$ cat config.mk
export PLATFORM = sky130hd
export DESIGN_NAME = mult_div_unit
export DESIGN_NICKNAME = d
export VERILOG_FILES = /design/src/rtl/md_pkg.sv /design/src/rtl/mult_div_unit.sv
export SDC_FILE = /design/constraint.sdc
export NUM_CORES = 1
export LEC_CHECK = 0
export CORE_ASPECT_RATIO = 1.75
export CORE_MARGIN = 3
export CORE_UTILIZATION = 30
export CTS_CLUSTER_DIAMETER = 100
export DETAILED_ROUTE_END_ITERATION = 12
export MAX_ROUTING_LAYER = met4
export RECOVER_POWER = 100
export SLEW_MARGIN = 30
export SYNTH_ARGS = -nofsm -noshare
export SYNTH_HDL_FRONTEND = slang
export SYNTH_SLANG_ARGS = --single-unit
$ cat constraint.sdc
create_clock -name clk -period 4.4 [get_ports clk]
set_input_delay 0.88 -clock clk [delete_from_list [all_inputs] [get_ports clk]]
set_output_delay 0.88 -clock clk [all_outputs]
set_load 0.02 [all_outputs]
$ cat src/rtl/md_pkg.sv
// Shared definitions for the iterative multiply/divide unit and the controller
// that drives it.
package md_pkg;

   typedef enum logic [2:0] {
      MD_IDLE,
      MD_MULT,
      MD_DIV,
      MD_FIX,
      MD_DONE
   } md_state_t;

   localparam logic MD_OP_MULT = 1'b0;
   localparam logic MD_OP_DIV  = 1'b1;

   // MIPS R-type funct codes decoded by the controller to raise MDControl.
   localparam logic [5:0] MULT = 6'b011000;
   localparam logic [5:0] DIV  = 6'b011010;

endpackage

$ cat src/rtl/mult_div_unit.sv
// Iterative signed MULT/DIV: one bit per cycle on operand magnitudes, then a
// sign-fix cycle that loads hi/lo and a one-cycle done pulse.
module mult_div_unit
   import md_pkg::*;
#(
   parameter int unsigned WIDTH = 32
) (
   input  logic             clk,
   input  logic             reset,
   input  logic             start,
   input  logic             op,
   input  logic [WIDTH-1:0] a,
   input  logic [WIDTH-1:0] b,
   output logic             busy,
   output logic             done,
   output logic [WIDTH-1:0] hi,
   output logic [WIDTH-1:0] lo,
   output logic             div_zero
);

   localparam int unsigned CW = (WIDTH > 1) ? $clog2(WIDTH) : 1;

   md_state_t          state;
   logic [CW-1:0]      cnt;
   logic               sa, sb, op_r, dz;
   logic [WIDTH-1:0]   mag_b;
   logic [2*WIDTH-1:0] acc;

   logic [WIDTH-1:0]   mag_a_in, mag_b_in;
   logic [WIDTH:0]     mul_sum, div_shift, div_diff;
   logic               div_ge;
   logic [2*WIDTH-1:0] prod_fix;
   logic [WIDTH-1:0]   quo_fix, rem_fix;

   function automatic logic [WIDTH-1:0] cond_neg_w(input logic en, input logic [WIDTH-1:0] v);
      return en ? (~v + 1'b1) : v;
   endfunction

   function automatic logic [2*WIDTH-1:0] cond_neg_2w(input logic en, input logic [2*WIDTH-1:0] v);
      return en ? (~v + 1'b1) : v;
   endfunction

   // acc holds {upper, lower}: MULT = {partial product, multiplier},
   // DIV = {partial remainder, dividend shifting into quotient}.
   always_comb begin
      mag_a_in  = cond_neg_w(a[WIDTH-1], a);
      mag_b_in  = cond_neg_w(b[WIDTH-1], b);
      mul_sum   = {1'b0, acc[2*WIDTH-1:WIDTH]} + {1'b0, (acc[0] ? mag_b : {WIDTH{1'b0}})};
      div_shift = {acc[2*WIDTH-1:WIDTH], acc[WIDTH-1]};
      div_diff  = div_shift - {1'b0, mag_b};
      div_ge    = (div_shift >= {1'b0, mag_b});
      prod_fix  = cond_neg_2w(sa ^ sb, acc);
      quo_fix   = cond_neg_w(sa ^ sb, acc[WIDTH-1:0]);
      rem_fix   = cond_neg_w(sa, acc[2*WIDTH-1:WIDTH]);
   end

   assign busy = (state != MD_IDLE);

   always_ff @(posedge clk or negedge reset) begin
      if (!reset) begin
         state    <= MD_IDLE;
         cnt      <= '0;
         sa       <= 1'b0;
         sb       <= 1'b0;
         op_r     <= 1'b0;
         dz       <= 1'b0;
         mag_b    <= '0;
         acc      <= '0;
         done     <= 1'b0;
         div_zero <= 1'b0;
         hi       <= '0;
         lo       <= '0;
      end else begin
         case (state)
            MD_IDLE: begin
               done     <= 1'b0;
               div_zero <= 1'b0;
               if (start) begin
                  sa    <= a[WIDTH-1];
                  sb    <= b[WIDTH-1];
                  op_r  <= op;
                  mag_b <= mag_b_in;
                  acc   <= {{WIDTH{1'b0}}, mag_a_in};
                  cnt   <= '0;
                  dz    <= (op == MD_OP_DIV) && (b == '0);
                  // A zero divisor passes through FIX (without loading) so
                  // done lands one edge later than the start edge.
                  if (op == MD_OP_MULT)
                     state <= MD_MULT;
                  else if (b == '0)
                     state <= MD_FIX;
                  else
                     state <= MD_DIV;
               end
            end
            MD_MULT: begin
               acc <= {mul_sum, acc[WIDTH-1:1]};
               cnt <= cnt + 1'b1;
               if (cnt == CW'(WIDTH-1))
                  state <= MD_FIX;
            end
            MD_DIV: begin
               if (div_ge)
                  acc <= {div_diff[WIDTH-1:0], acc[WIDTH-2:0], 1'b1};
               else
                  acc <= {div_shift[WIDTH-1:0], acc[WIDTH-2:0], 1'b0};
               cnt <= cnt + 1'b1;
               if (cnt == CW'(WIDTH-1))
                  state <= MD_FIX;
            end
            MD_FIX: begin
               if (!dz) begin
                  if (op_r == MD_OP_MULT) begin
                     hi <= prod_fix[2*WIDTH-1:WIDTH];
                     lo <= prod_fix[WIDTH-1:0];
                  end else begin
                     hi <= rem_fix;
                     lo <= quo_fix;
                  end
               end
               done     <= 1'b1;
               div_zero <= dz;
               state    <= MD_DONE;
            end
            MD_DONE: begin
               done     <= 1'b0;
               div_zero <= 1'b0;
               state    <= MD_IDLE;
            end
            default: state <= MD_IDLE;
         endcase
      end
   end

endmodule
# == Yosys cells after proc, flatten, opt, wreduce, memory -nomap -nowiden ==
# Cells that the tools add are included.
# totals
ff_bits,174
input_bits,68
output_inout_bits,67
wordCells,69
# op_classes
addsub,8
n_lt_le_gt_ge,1
n_eq_ne,7
n_mux,20
bitwise,7
n_reduce_logical,14
# ops
operator,n
32-bit 2-to-1 mux,7
64-bit 2-to-1 mux,3
64-bit case mux with 3 select lines,1
32-bit by 1-bit adder with 32-bit output (second input constant),4
32-bit inverter,4
64-bit by 1-bit adder with 64-bit output (second input constant),1
64-bit inverter,1
32-bit by 32-bit adder with 33-bit output,1
33-bit by 32-bit >= comparator with 1-bit output,1
32-bit logical NOT,1
32-bit subtractor,1
5-bit case mux with 2 select lines,1
2-bit AND reduction,5
3-bit case mux with 3 select lines,1
3-bit by 2-bit == test with 1-bit output (second input constant),2
3-bit 2-to-1 mux,2
3-bit nonzero test,2
5-bit by 1-bit adder with 5-bit output (second input constant),1
5-bit == test (second input constant),1
5-bit 2-to-1 mux,1
1-bit case mux with 2 select lines,2
2-bit nonzero test,2
2-bit OR reduction,2
3-bit by 1-bit == test with 1-bit output (second input constant),1
other kinds (9),9

# == Depth between registers and ports, before layout ==
# Gate-level depths: netlist (run 1).
# depth
depth_word,5
ltp_mapped,14
depth_no_buf,13

# == Worst setup path after synthesis (run 1) ==
# Ideal clock, no wire load.
# synth_timing
path_kind,input to register
from,input port b[1]
to,register mag_b[27]
setup_ps,131
t_arrival_ps,3749
required_ps,4269
path_slack_ps,520
stages,9
path_buffers,0
cell_sequence,or4_1 > or4_4 > or3_4 > or4_4 > or3_4 > or3_4 > o41ai_4 > xor2_1 > o21ai_1
# synth_between
elab_chain_cells,3
# synth_rtl
item,line,source
"start, declared",mult_div_unit.sv:13,"input logic [WIDTH-1:0] b,"
32-bit inverter,mult_div_unit.sv:36,return en ? (~v + 1'b1) : v;
32-bit by 1-bit adder with 32-bit output,mult_div_unit.sv:36,
32-bit 2-to-1 mux,mult_div_unit.sv:36,
"end signal, assigned",mult_div_unit.sv:82,mag_b <= mag_b_in;
"end, declared",mult_div_unit.sv:26,logic [WIDTH-1:0] mag_b;
# No other way between the ends.
# A chain may end at the register's enable or synchronous reset.

# == Worst setup path in the final report (run 1) ==
# layout_timing
from,register acc[0]
to,register acc[61]
# layout_between
elab_chain_cells,3
# layout_rtl
item,line,source
"start, declared",mult_div_unit.sv:27,logic [2*WIDTH-1:0] acc;
"start signal, assigned",mult_div_unit.sv:83,"acc <= {{WIDTH{1'b0}}, mag_a_in};"
"start signal, assigned",mult_div_unit.sv:97,"acc <= {mul_sum, acc[WIDTH-1:1]};"
"start signal, assigned",mult_div_unit.sv:104,"acc <= {div_diff[WIDTH-1:0], acc[WIDTH-2:0], 1'b1};"
32-bit 2-to-1 mux,mult_div_unit.sv:48,"mul_sum = {1'b0, acc[2*WIDTH-1:WIDTH]} + {1'b0, (acc[0] ? mag_b : {WIDTH{1'b0}})};"
32-bit by 32-bit adder with 33-bit output,mult_div_unit.sv:48,
64-bit case mux with 3 select lines,mult_div_unit.sv:74,case (state)
# No other way between the ends.

==> flow_metrics.tcl, run 1 <==
set metrics [dict create \
    avgRoutedWirePerCell_um 18.7 \
    timing.rr.start "acc[0]" \
    hpwlAfterDp_um 34700 \
    layout.nets 1947 \
    clock_path_buffers 2 \
    cts_resized 0 \
    pwr-share-seq_pct 22.9 \
    start_kind "flop" \
    r2r_setup_slack_ps 220 \
    slowest_delay_ps 750 \
    worstPathCellList "inv_1 > buf_4 > nor2_1 > ha_1 > nand2_1 > a211oi_1 > nor4_1 > o31ai_1 > a21oi_1 > xnor2_1 > a222oi_1 > nand2_1" \
    clock_power_share_pct 11.1 \
    synthDistinctLibCells 63 \
    syn_to_final_growth_pct 20.1 \
    gp_congestion 0.936 \
    syn_nets 1828 \
    crit_family "compound AO/OA/AOI/OAI gates" \
    drv_cap 5 \
    worstSetupPathType "flop to flop" \
    clock_skew_ps 17.0 \
    firstDrtPassIters 5 \
    synth_top_area_share_pct 32.2 \
    grt_pass1_wl_um 71500 \
    vias_per_cell 5.42 \
    clk_latency_ps 460 \
    grt_max_degree 93 \
    yosys_warnings 0 \
    syn_avg_cell_area_um2 8.00 \
    yosysMostFrequentCell "nand2_1" \
    power_density_nw_per_um2 861 \
    via_count 12974 \
    dp_slack_ps -15.6 \
    io_buffer_count 134 \
    cts_tree "built" \
    reg2reg_to "acc[61]" \
    hp-class "flop to flop" \
    grt_pass1_vias 13080 \
    async_reset_ff_share_pct 100 \
    cts_buffers 17 \
    p_comb_share_pct 66.0 \
    reg2reg_depth 12 \
    intPower_w 0.00690 \
    cts_hold_repair.buffers 0 \
    post-cts-setup-buffer-count 0 \
    crit_slowest_cell "a211oi_1" \
    sw_frac_of_total_pct 50.7 \
    crit_top_cell "nand2_1" \
    setup_viol_count_final 0 \
    cts.reportedPaths.clkPinSlew_ps 70 \
    start_util_pct 30.4 \
    synth_common_cells "nand2_1, o21ai_0, dfrtp_1" \
    finalMaxSlewViolations 292 \
    cp.required_ps 4730 \
    cp.arrival_ps 4510 \
    finalCritPeriodShare_pct 95.0 \
    synthCells 1688 \
    cp_max_fo 22 \
    path_depth 12 \
    core_um2 44400 \
    rsz0062_at_grt "no" \
    drc_errors 0 \
    overflow 0 \
    yosys.area.top_type "dfrtp_1" \
    status "finished with violations" \
    power.switching_w 0.00708 \
    tightest_slew_ps 2610 \
    antenna_found_initial 3 \
    io-pin-count 135 \
    grt_usage_pct 19.1 \
    dieArea_um2 47700 \
    worstHoldStart "lo[27]" \
    worstSetupStartpoint "acc[0]" \
    hold_depth 2 \
    max_freq_ghz 0.239 \
    ys_ff_latch 174 \
    wirelength_um 44800 \
    ys.flop_type "dfrtp_1" \
    synth-edff-count 0 \
    drt_iter0_drc 895 \
    ir_worst_vdd_v 0.000339 \
    setup_slack_ps 220 \
    yosysSeqAreaShare_pct 32.2 \
    final_antenna_net_count 0 \
    hold_slack_ps 470 \
    synth_area_leaders "dfrtp_1, o21ai_0, xor2_1, nand2_1, ha_1" \
    crit_buf_inv 2 \
    num_rows 102 \
    power.total_w 0.0140 \
    fp.dieW_um 166 \
    htreeDepth 4 \
    drive_gt1_share_pct 5.55 \
    holdPathEnd "lo[27]" \
    cts_sinks 174 \
    slew_headroom_pct -74.3 \
    die_y_um 287 \
    finalHoldViolations 0 \
    power_leakage_nw 7.03 \
    period_needed_ps 4180 \
    cts-root-buf "clkbuf_16" \
    failed_checks "max-capacitance violations, max-slew violations" \
    syn_area_um2 13500 \
    critPathCaptureType "flop" \
]
per-stage QoR:
step	instances	cell area [um^2]	utilization (%)	setup TNS (ps)
detailed placement	2360	15700	35.4	-15.6
global route	2394	16200	36.5	0
CTS	2392	16300	36.7	0
floorplan	1688	13500	-	0
global placement	2360	15700	35.4	-7.63
finish	2394	16200	36.5	0
cell type report:
cell class / instances / area [um^2]
Fill cell: 4632 / 28200
Multi-Input combinational cell: 1363 / 8600
Sequential cell: 174 / 4350
Timing Repair Buffer: 194 / 1760
Tap cell: 572 / 716
Clock buffer: 21 / 460
Inverter: 57 / 214
Clock inverter: 11 / 121
Antenna cell: 2 / 5.00
cells in the final DEF, fill, tap and decap left out, drive strengths merged, types with 23 or more instances in the layout:
master / n
buf: 45
a22oi: 23
a221oi: 28
xnor2: 69
a21oi: 96
or4: 23
a21o: 36
o31ai: 29
nor3: 29
dfrtp: 174
inv: 65
dlygate4sd3: 70
nor2: 136
clkdlybuf4s50: 63
nand2: 235
clkbuf: 37
xor2: 110
ha: 70
o21ai: 228
cell families (layout without fill, tap and decap cells):
kind of cell | Yosys count | after routing | synth area share [%]
AOI/OAI and AO/OA | 545 | 545 | 25.2
xor gates and xnor gates | 179 | 179 | 11.6
adders and majority gates | 72 | 72 | 6.78
buffers and inverters | 151 | 283 | 4.20
DFF | 174 | 174 | 32.2
muxes | 14 | 14 | 1.04
other | 0 | 2 | 0
and+or+nand+nor | 553 | 553 | 18.9
routing by layer:
| metal | GRT usage (%) | wire length, um | part of all wire (%) | vias to the layer above |
|---|---|---|---|---|
| li1 | - | - | - | 6309 |
| met1 | 21.5 | 18200 | 41 | 6188 |
| met2 | 34.3 | 23000 | 51 | 387 |
| met3 | 2.16 | 1780 | 4.0 | 90 |
| met4 | 8.21 | 1760 | 3.9 | 0 |
| met5 | - | 0 | 0 | - |
power by group through the flow:
stage	sequential, W	combinational (W)	clock (W)
2_1_floorplan	0.00322	0.00632	0
3_3_place_gp	0.00322	0.00918	0
3_5_place_dp	0.00324	0.00929	0
4_1_cts	0.00321	0.00933	0.00158
5_1_grt	0.00332	0.0102	0.00165
6_report	0.00320	0.00923	0.00155
registers in the layout, indices dropped and copies added, names as in the netlist:
register / cells
done: 1
mag_b: 32
cnt: 5
op_r: 1
state: 3
lo: 32
acc: 64
hi: 32
dz: 1
div_zero: 1
sb: 1
sa: 1
tightest hold or removal path, delay by kind of cell (launching register included):
kind             cells  cell delay (ps)
flip-flops           1              340
AND/OR/NAND/NOR      1               40
AO/OA/AOI/OAI        1               60
how the worst max path moves through the flow:
stage / endpoint / slack (ps)
detailed placement: mag_b[27] / -20
global route: acc[36] / 60
global placement: mag_b[27] / -8
finish: acc[61] / 220
floorplan: mag_b[27] / 520
CTS: acc[61] / 290
Power figures use the tool's default switching activity.
==> run 2, diff against run 1 <==
--- a/config.mk
+++ b/config.mk
@@ -6,12 +6,13 @@
 export NUM_CORES = 1
 export LEC_CHECK = 0
 export CORE_ASPECT_RATIO = 1.75
-export CORE_MARGIN = 3
+export CORE_MARGIN = 10
 export CORE_UTILIZATION = 30
 export CTS_CLUSTER_DIAMETER = 100
 export DETAILED_ROUTE_END_ITERATION = 12
 export MAX_ROUTING_LAYER = met4
 export RECOVER_POWER = 100
+export SETUP_SLACK_MARGIN = 0.1
 export SLEW_MARGIN = 30
 export SYNTH_ARGS = -nofsm -noshare
 export SYNTH_HDL_FRONTEND = slang
==> flow_metrics.tcl, run 2 (synthesis gave the netlist of run 1 again) <==
set metrics [dict create \
    status "finished with violations" \
    failed_checks "max-capacitance violations, max-slew violations" \
    intPower_w 0.00690 \
    clk_latency_ps 470 \
    post-cts-setup-buffer-count 0 \
    mostFrequentLayoutCells "nand2_1, o21ai_0, dfrtp_1" \
    power_density_nw_per_um2 866 \
    num-fill-cells 4598 \
    critPathCaptureType "flop" \
    overflow 0 \
    power_leakage_nw 7.04 \
    power.total_w 0.0141 \
    grt_max_degree 93 \
    max_freq_ghz 0.241 \
    cp.arrival_ps 4420 \
    cts-root-buf "clkbuf_16" \
    clock_skew_ps 11.3 \
    cts_buffers 17 \
    cts_tree "built" \
    antenna_found_initial 6 \
    pwr-share-seq_pct 22.8 \
    power.switching_w 0.00716 \
    fp.dieW_um 180 \
    via_count 12820 \
    largest_reg_flops 64 \
    rsz0062_at_grt "no" \
    cp.required_ps 4670 \
    clock_path_buffers 2 \
    grt_pass1_wl_um 72500 \
    layout.nets 1946 \
    start_util_pct 30.4 \
    drt_iter0_drc 961 \
    cts_resized 0 \
    wirelength_um 45200 \
    hpwlAfterDp_um 35900 \
    io_buffer_count 134 \
    drive_gt1_share_pct 5.61 \
    period_needed_ps 4150 \
    hp-class "flop to flop" \
    top_register "acc" \
    seq_area_um2 4350 \
    ir_worst_vdd_v 0.000394 \
    cp_max_fo 4 \
    slew_headroom_pct -78.9 \
    finalSetupTns_ps 0 \
    start_kind "primary input" \
    core_um2 44400 \
    finalCritPeriodShare_pct 94.3 \
    gp_congestion 0.991 \
    cts.reportedPaths.clkPinSlew_ps 80 \
    vias_per_cell 5.36 \
    dieArea_um2 54300 \
    avgRoutedWirePerCell_um 18.9 \
    p_comb_share_pct 65.5 \
    cts_hold_repair.buffers 0 \
    finalMaxSlewViolations 404 \
    multi_input_area_um2 8600 \
    finalHoldViolations 0 \
    drv_cap 6 \
    num_rows 102 \
    cts_sinks 174 \
    syn_to_final_growth_pct 20.2 \
    worstSetupPathType "primary input to flop" \
    firstDrtPassIters 5 \
    layout_commonest_cell "nand2_1" \
    grt_usage_pct 16.9 \
    tightest_slew_ps 2680 \
    io-pin-count 135 \
    sw_frac_of_total_pct 50.9 \
    drc_errors 0 \
    setup_viol_count_final 0 \
    grt_pass1_vias 12751 \
    die_y_um 301 \
    final_antenna_net_count 0 \
    clock_power_share_pct 11.7 \
    htreeDepth 4 \
]
## run 2: changes by cell type in the layout (fill, tap and decap cells not counted), moves of 2 or more
| cell | delta |
|---|---|
| clkdlybuf4s50_1 | -2 |
| inv_12 | +2 |
| inv_8 | +3 |
| clkbuf_8 | -2 |
| clkinv_8 | +3 |
| inv_6 | -3 |
| buf_4 | -3 |
| dlygate4sd3_1 | +2 |
## run 2: cell type report
type,instances,share of cell area [%]
Antenna cell,3,0.0462
Clock inverter,15,1.24
Tap cell,572,4.41
Clock buffer,17,2.62
Inverter,57,1.32
Multi-Input combinational cell,1363,52.9
Timing Repair Buffer,193,10.6
Sequential cell,174,26.8
## run 2: metrics by stage
| step | setup WS, ps | util, % | std cells | cell area, um^2 | hold WS, ps |
|---|---|---|---|---|---|
| floorplan | 520 | - | 1688 | 13500 | 450 |
| global placement | -16.8 | 35.4 | 2359 | 15700 | 465 |
| detailed placement | -19.2 | 35.4 | 2359 | 15700 | 470 |
| CTS | 458 | 36.8 | 2391 | 16300 | 460 |
| global route | 79.3 | 36.6 | 2394 | 16200 | 506 |
| finish | 249 | 36.6 | 2394 | 16200 | 476 |
## run 2: path summary, 6_finish.rpt
kind,startpoint,end,slack (ps),depth (start not counted)
max,a[0],acc[28],250,13
min,lo[10],lo[10],480,2
max reg2reg,acc[33],acc[58],250,14
min reg2reg,lo[10],lo[10],480,2
max in group asynchronous,reset,hi[16],950,2
min in group asynchronous,reset,done,950,1
## run 2: critical path, cell delays in order
cell           delay [ps]
dlygate4sd3_1         550
inv_1                  60
ha_1                  170
or4b_2                630
or4b_1                540
or2_2                 340
clkbuf_1              140
o31ai_1               280
clkbuf_1              210
a21o_1                130
a21oi_1                60
a221oi_1              280
o21ai_0               130
## run 2: metal layers
metal	up-vias	part of all wire, %	wire length [um]	global-route usage (%)
met1	6041	41	18700	19.0
met2	365	51	23000	29.3
met4	0	3.7	1660	7.74
li1	6330	-	-	-
met3	84	4.2	1910	2.49
met5	-	0	0	-
## run 2: power groups by stage
| stage | Clock, W | Combinational, W | Sequential (W) |
|---|---|---|---|
| after floorplan | 0 | 0.00632 | 0.00322 |
| after global placement | 0 | 0.00914 | 0.00322 |
| after detailed placement | 0 | 0.00928 | 0.00325 |
| after CTS | 0.00169 | 0.00930 | 0.00322 |
| after global routing | 0.00175 | 0.0103 | 0.00332 |
| final | 0.00165 | 0.00921 | 0.00320 |
